**config.mk**
```make
export PLATFORM = sky130hd
export DESIGN_NAME = cal_ctrl
export DESIGN_NICKNAME = d
export VERILOG_FILES = /design/src/rtl/cal_pkg.sv /design/src/rtl/cal_add.sv /design/src/rtl/cal_div_step.sv /design/src/rtl/cal_mul.sv /design/src/rtl/cal_sub.sv /design/src/rtl/cal_ctrl.sv
export SDC_FILE = /design/constraint.sdc
export NUM_CORES = 1
export LEC_CHECK = 0
export CELL_PAD_IN_SITES_DETAIL_PLACEMENT = 1
export CELL_PAD_IN_SITES_GLOBAL_PLACEMENT = 2
export CORE_ASPECT_RATIO = 1.1
export CORE_UTILIZATION = 37
export CTS_CLUSTER_SIZE = 16
export DETAILED_ROUTE_END_ITERATION = 8
export GPL_TIMING_DRIVEN = 0
export MAX_ROUTING_LAYER = met4
export PLACE_DENSITY_LB_ADDON = 0.1
export SLEW_MARGIN = 20
export SYNTH_ARGS = -nofsm -noshare
export SYNTH_HDL_FRONTEND = slang
export SYNTH_SLANG_ARGS = --single-unit
```
**constraint.sdc**
```tcl
create_clock -name clk -period 9.7 [get_ports clk]
set_clock_uncertainty 0.1 [all_clocks]
set_input_delay 2.91 -clock clk [delete_from_list [all_inputs] [get_ports clk]]
set_output_delay 2.91 -clock clk [all_outputs]
set_load 0.1 [all_outputs]
```
**src/rtl/cal_pkg.sv**
```systemverilog
// Shared opcodes, state encoding and constants for the 4-bit calculator
// sequencing controller.
package cal_pkg;

  localparam logic [1:0] OP_ADD = 2'd0;
  localparam logic [1:0] OP_SUB = 2'd1;
  localparam logic [1:0] OP_MUL = 2'd2;
  localparam logic [1:0] OP_DIV = 2'd3;

  localparam logic [7:0] DIV0_RESULT = 8'hFF;

  typedef enum logic [1:0] {
    IDLE = 2'd0,
    EXEC = 2'd1,
    DIV  = 2'd2,
    DONE = 2'd3
  } cal_state_t;

endpackage

```
**src/rtl/cal_add.sv**
```systemverilog
// 4-bit adder with carry out.
module cal_add (
  input  logic [3:0] a,
  input  logic [3:0] b,
  output logic [3:0] sum,
  output logic       carry
);

  assign {carry, sum} = {1'b0, a} + {1'b0, b};

endmodule

```
**src/rtl/cal_div_step.sv**
```systemverilog
// One combinational iteration of a restoring divider.
module cal_div_step (
  input  logic [4:0] r,
  input  logic [3:0] q,
  input  logic [3:0] b,
  output logic [4:0] r_nx,
  output logic [3:0] q_nx
);

  logic [4:0] r_sh;
  logic [3:0] q_sh;

  always_comb begin
    r_sh = {r[3:0], q[3]};
    q_sh = {q[2:0], 1'b0};
    r_nx = r_sh;
    q_nx = q_sh;
    if (r_sh >= {1'b0, b}) begin
      r_nx = r_sh - {1'b0, b};
      q_nx = {q_sh[3:1], 1'b1};
    end
  end

endmodule

```
**src/rtl/cal_mul.sv**
```systemverilog
// 4x4 unsigned multiplier with 8-bit product.
module cal_mul (
  input  logic [3:0] a,
  input  logic [3:0] b,
  output logic [7:0] prod
);

  assign prod = {4'b0, a} * {4'b0, b};

endmodule

```
**src/rtl/cal_sub.sv**
```systemverilog
// 4-bit subtractor; borrow is set when a < b.
module cal_sub (
  input  logic [3:0] a,
  input  logic [3:0] b,
  output logic [3:0] diff,
  output logic       borrow
);

  assign {borrow, diff} = {1'b0, a} - {1'b0, b};

endmodule

```
**src/rtl/cal_ctrl.sv**
```systemverilog
// Calculator sequencer: accepts one op, runs add/sub/mul or the iterative
// divider, and holds the 8-bit result until the consumer takes it.
module cal_ctrl
  import cal_pkg::*;
#(
  parameter int MUL_STAGES = 1
) (
  input  logic       clk,
  input  logic       rst,
  input  logic       in_valid,
  output logic       in_ready,
  input  logic [1:0] op,
  input  logic [3:0] a,
  input  logic [3:0] b,
  output logic       out_valid,
  input  logic       out_ready,
  output logic [7:0] result,
  output logic       flag,
  output logic       busy
);

  localparam logic [1:0] MUL_LAST = 2'(MUL_STAGES - 1);

  cal_state_t state_q, state_d;
  logic [1:0] op_q, op_d;
  logic [3:0] a_q, a_d;
  logic [3:0] b_q, b_d;
  logic [4:0] r_q, r_d;
  logic [3:0] qt_q, qt_d;
  logic [1:0] cnt_q, cnt_d;
  logic [7:0] res_q, res_d;
  logic       flag_q, flag_d;

  logic [3:0] sum, diff;
  logic       carry, borrow;
  logic [7:0] prod;
  logic [4:0] r_nx;
  logic [3:0] q_nx;

  cal_add u_add (.a(a_q), .b(b_q), .sum(sum), .carry(carry));
  cal_sub u_sub (.a(a_q), .b(b_q), .diff(diff), .borrow(borrow));
  cal_mul u_mul (.a(a_q), .b(b_q), .prod(prod));

  cal_div_step u_step (
    .r   (r_q),
    .q   (qt_q),
    .b   (b_q),
    .r_nx(r_nx),
    .q_nx(q_nx)
  );

  assign in_ready  = (state_q == IDLE) && !rst;
  assign out_valid = (state_q == DONE);
  assign busy      = (state_q != IDLE);
  assign result    = res_q;
  assign flag      = flag_q;

  always_comb begin
    state_d = state_q;
    op_d    = op_q;
    a_d     = a_q;
    b_d     = b_q;
    r_d     = r_q;
    qt_d    = qt_q;
    cnt_d   = cnt_q;
    res_d   = res_q;
    flag_d  = flag_q;
    unique case (state_q)
      IDLE: begin
        if (in_valid && in_ready) begin
          op_d  = op;
          a_d   = a;
          b_d   = b;
          r_d   = 5'd0;
          qt_d  = a;
          cnt_d = 2'd0;
          state_d = (op == OP_DIV && b != 4'd0) ? DIV : EXEC;
        end
      end
      EXEC: begin
        // Only MUL may dwell here; everything else captures at once.
        if (op_q != OP_MUL || cnt_q == MUL_LAST) begin
          cnt_d   = 2'd0;
          state_d = DONE;
          unique case (op_q)
            OP_ADD: begin
              res_d  = {3'b0, carry, sum};
              flag_d = carry;
            end
            OP_SUB: begin
              res_d  = {4'b0, diff};
              flag_d = borrow;
            end
            OP_MUL: begin
              res_d  = prod;
              flag_d = 1'b0;
            end
            default: begin
              res_d  = DIV0_RESULT;
              flag_d = 1'b1;
            end
          endcase
        end else begin
          cnt_d = cnt_q + 2'd1;
        end
      end
      DIV: begin
        r_d  = r_nx;
        qt_d = q_nx;
        if (cnt_q == 2'd3) begin
          res_d   = {r_nx[3:0], q_nx};
          flag_d  = 1'b0;
          cnt_d   = 2'd0;
          state_d = DONE;
        end else begin
          cnt_d = cnt_q + 2'd1;
        end
      end
      DONE: begin
        if (out_ready) state_d = IDLE;
      end
      default: state_d = IDLE;
    endcase
  end

  always_ff @(posedge clk) begin
    if (rst) begin
      state_q <= IDLE;
      op_q    <= 2'd0;
      a_q     <= 4'd0;
      b_q     <= 4'd0;
      r_q     <= 5'd0;
      qt_q    <= 4'd0;
      cnt_q   <= 2'd0;
      res_q   <= 8'h00;
      flag_q  <= 1'b0;
    end else begin
      state_q <= state_d;
      op_q    <= op_d;
      a_q     <= a_d;
      b_q     <= b_d;
      r_q     <= r_d;
      qt_q    <= qt_d;
      cnt_q   <= cnt_d;
      res_q   <= res_d;
      flag_q  <= flag_d;
    end
  end

endmodule
```
### After elaboration in Yosys (flattened, before gate mapping)

Cells that the tools add are included.
W data, S select, Z words.

* word-level logic and storage cells: 69
* flip-flop bits (word level): 31
* output and inout bits: 12

* eq/ne operators: 12
* magnitude comparators: 1
* add/subtract/negate cells: 4
* reductions and logical operators: 18
* multiply operators: 1
* mux-type cells: 24

Operator list (number)
* $pmux W8 S3: 1
* $mux W2: 8
* $mux W8: 2
* $pmux W4 S2: 2
* $pmux W8 S2: 1
* $mux W4: 3
* $eq A2 B2 Y1 const B: 5
* $mul A4 B4 Y8: 1
* $pmux W2 S4: 1
* $logic_not A2 Y1: 3
* $ne A2 B2 Y1 const B: 3
* $pmux W2 S3: 1
* $reduce_and A2 Y1: 3
* $reduce_bool A2 Y1: 3
* $add A4 B4 Y5: 1
* $ge A5 B4 Y1: 1
* $sub A4 B4 Y5: 1
* $eq A2 B1 Y1 const B: 2
* $ne A2 B1 Y1 const B: 2
* $reduce_and A4 Y1: 1
* $reduce_bool A4 Y1: 1
* $sub A4 B4 Y4: 1
* $logic_and A1 B1 Y1: 3
* $mux W1: 3
* other kinds (7): 7

### Logic depth before layout (Yosys ltp)

* depth in word-level cells: 5
* mapped depth: 12
* depth with buffers taken out: 12

### Modules after synthesis

Synthesis repeated with hierarchy kept, for this count alone.

* cells, all modules: 311
* area, all modules: 2657.5 um^2

By module, submodules not included
* cal_ctrl: instances 1, sequential area each 640.6 um^2, cells an instance 188, area each 1665.3 um^2
* cal_mul: instances 1, sequential area each 0.0 um^2, cells an instance 51, area each 447.9 um^2
* cal_div_step: instances 1, sequential area each 0.0 um^2, cells an instance 38, area each 270.3 um^2
* cal_sub: instances 1, sequential area each 0.0 um^2, cells an instance 18, area each 137.6 um^2
* cal_add: instances 1, sequential area each 0.0 um^2, cells an instance 16, area each 136.4 um^2

### Worst setup path before layout

No wires, ideal clock.

* path kind: input port to output port
* start: in rst
* end: out in_ready
* data arrival time: 4.648 ns
* stages on the path: 4
* path slack: 2.042 ns
* cell sequence: clkbuf_1 > buf_6 > clkbuf_1 > nor2_1

* longest elaborated chain between the ends: 2

Ends and longest elaborated chain
* start: declaration: RTL line cal_ctrl.sv:9 `input logic rst,`
* $logic_not A1 Y1: RTL line cal_ctrl.sv:52 `assign in_ready = (state_q == IDLE) && !rst;`
* $logic_and A1 B1 Y1: RTL line cal_ctrl.sv:52
* end: declaration: RTL line cal_ctrl.sv:11 `output logic in_ready,`

Every way passes these cells.

### Worst setup path in the final report

Same ends and word-level chain as after synthesis.

==> results.toml <==
[outcome]
status = "finished clean"

[job]
maxCapViolCount = 0

[floorplanning]
initial_core_util_pct = 38.2
die_h_um = 88.5
ios = 26
fp-row-count = 31
core-area_um2 = 6590
dieArea_um2 = 7140
dieWidth_um = 80.6

[timing]
finalSetupViolations = 0
slew_viol_final = 0
max_freq_ghz = 0.125
period_share_pct = 82.8
setup_tns_ns = 0
hold_viol = 0
post-route-min-period_ns = 8.03
rsz0062_at_grt = "false"
slew_headroom_pct = 34.4
worst_pin_slew_ns = 0.981

[critical_path]
worstSetupPathType = "in -> out"
cp_common_cell = "clkbuf_1"
path_depth = 5
r2r_slack_ns = 6.13
r2r_end = "result[7]$_SDFFE_PP0P_"
end_kind = "primary output"
crit_arrival_ns = 5.02
reg2reg_depth = 10
slowest_delay_ns = 0.99
crit_required_ns = 6.69
critPathLaunch = "rst"
cp_num_buf_inv = 4
worstPathMaxFanout = 10
crit_family = "buffers and inverters"
worstSetupEndpoint = "in_ready"
cp-start-kind = "primary input"
worstPathCellList = "clkbuf_1 -> buf_6 -> clkbuf_1 -> nor2_1 -> clkdlybuf4s50_1"
cp_slowest_cell = "clkdlybuf4s50_1"
worstReg2RegStart = "a_q[1]$_SDFFE_PP0P_"

[clocking]
cts_resized = 0
cts_tree = "done"
ctsHoldBuffers = 0
clock_latency_ns = 0.28
clkTransAtPathRegs_ns = 0.06
cts_sinks = 31
numCtsBuffers = 5
htreeDepth = 2
cts_buffer_depth = 2
cts-root-buf = "clkbuf_8"
postCtsSetupBuffers = 0

[power]
p_per_area_nw_per_um2 = 237
cellLeakagePower_nw = 1.20
irDropWorstVdd_mv = 0.183

[yosys]
synth_edf_count = 0
synthesis.area_um2 = 2520
ys_seq_elements = 31
yosysUniqueCellTypes = 53
synth-async-reset-ratio_pct = 0
syn-instance-count = 296
ys.flop_type = "dfxtp_1"
yosysTopAreaCellShare_pct = 24.7
synth_warnings = 0
avgSynthCellArea_um2 = 8.50
synth_area_leaders = "dfxtp_1, ha_1, fa_1"
syn_nets = 348
yosysSeqAreaShare_pct = 24.7
yosysTopAreaCell = "dfxtp_1"

[finish]
layout_common_cells = "ha_1, dfxtp_1, nor2_1"
fillCellCount = 807
diodes = 0
multi_input_area_um2 = 1740
regArea_um2 = 621
drive_above_1_share_pct = 8.54
fin_nets = 379
final_area_um2 = 2960
area_growth_pct = 17.6

[placement]
placed_area_um2 = 2860
routabilityCongestion = 0.885
dpl.hpwl_um = 6030
io_buffers = 24

[route]
wl_um = 7270
num_vias = 2219
avgRoutedWirePerCell_um = 17.7
antenna_left = 0
drt_iter0_drc = 63
drc = 0
avgViaCountPerCell = 5.41
first_pass_iters = 4

[global_route]
grt_start_max_net_pins = 11
grt_usage_pct = 23.0
grt_pass1_wl_um = 11900
overflow = 0
antenna_found_initial = 0
grt_pass1_vias = 2247

[min_path]
min-delay-start = "flag$_SDFFE_PP0P_"
hold_path.class = "reg -> reg"
## metal layers
layer	global-route usage, %	part of all wire (%)
met1	29.1	48
met2	38.6	49
met3	2.58	1.3
met4	6.49	2.0
met5	-	0
## report_power, final
group	internal, W	leakage (nW)	switching [W]
registers	0.000154	0.254	0.0000258
clock network	0.0000647	0.0515	0.0000467
logic	0.000130	0.898	0.000280
## synth_stat cells (all sizes together), types with 6 or more instances
cell type,number
a211oi,7
a21oi,13
a31oi,6
and2,7
buf,6
dfxtp,31
fa,7
ha,31
inv,25
mux2i,7
nand2,27
nand2b,13
nor2,29
o21ai,21
o31ai,7
## logic make-up after synthesis
group,Yosys count,share of synthesized area (%)
AO/OA/AOI/OAI,76,21.8
adder cells (fa/ha/maj),38,21.0
buffers and inverters,35,6.36
multiplexers,8,3.23
AND/OR/NAND/NOR,103,21.2
XOR/XNOR,5,1.74
flip-flops,31,24.7
## cell type report
cell class,count,area share [%]
Buffer,10,2.24
Inverter,25,3.17
Tap cell,82,3.47
Multi-Input combinational cell,230,58.7
Sequential cell,31,21.0
Timing Repair Buffer,24,8.11
Clock buffer,8,3.38
## through the flow
stage / cells / total power (W) / hold slack, ns / util (%) / setup slack (ns)
floorplan: 296 / 0.000489 / 0.349 / - / 2.04
global placement: 402 / 0.000594 / 0.354 / 43.4 / 1.70
detailed placement: 402 / 0.000597 / 0.363 / 43.4 / 1.67
CTS: 410 / 0.000711 / 0.375 / 44.9 / 1.68
global route: 410 / 0.000750 / 0.393 / 44.9 / 1.57
finish: 410 / 0.000701 / 0.372 / 44.9 / 1.67
## worst reg2reg max path: stages, from the launching register on
cell	delay, ns
dfxtp_1	0.56
nand2_1	0.14
fa_1	0.51
inv_1	0.05
fa_1	0.49
ha_1	0.30
a211oi_1	0.37
nor3b_1	0.12
or4_1	0.42
a21oi_1	0.25
o22ai_1	0.14
## sequential cells by signal, summed over array words and instances, names as in the netlist
signal / cells
result: 8
a_q: 4
b_q: 4
qt_q: 4
r_q: 4
cnt_q: 2
op_q: 2
state_q: 2
flag: 1
## worst min-delay path by stage
stage	endpoint	slack, ns	cells past startpoint
final	flag$_SDFFE_PP0P_	0.37	2
after floorplan	cnt_q[1]$_SDFFE_PP0P_	0.35	2
after CTS	flag$_SDFFE_PP0P_	0.38	2
after global routing	flag$_SDFFE_PP0P_	0.39	2
after detailed placement	flag$_SDFFE_PP0P_	0.36	2
after global placement	flag$_SDFFE_PP0P_	0.35	2
Power figures use the tool's default switching activity.
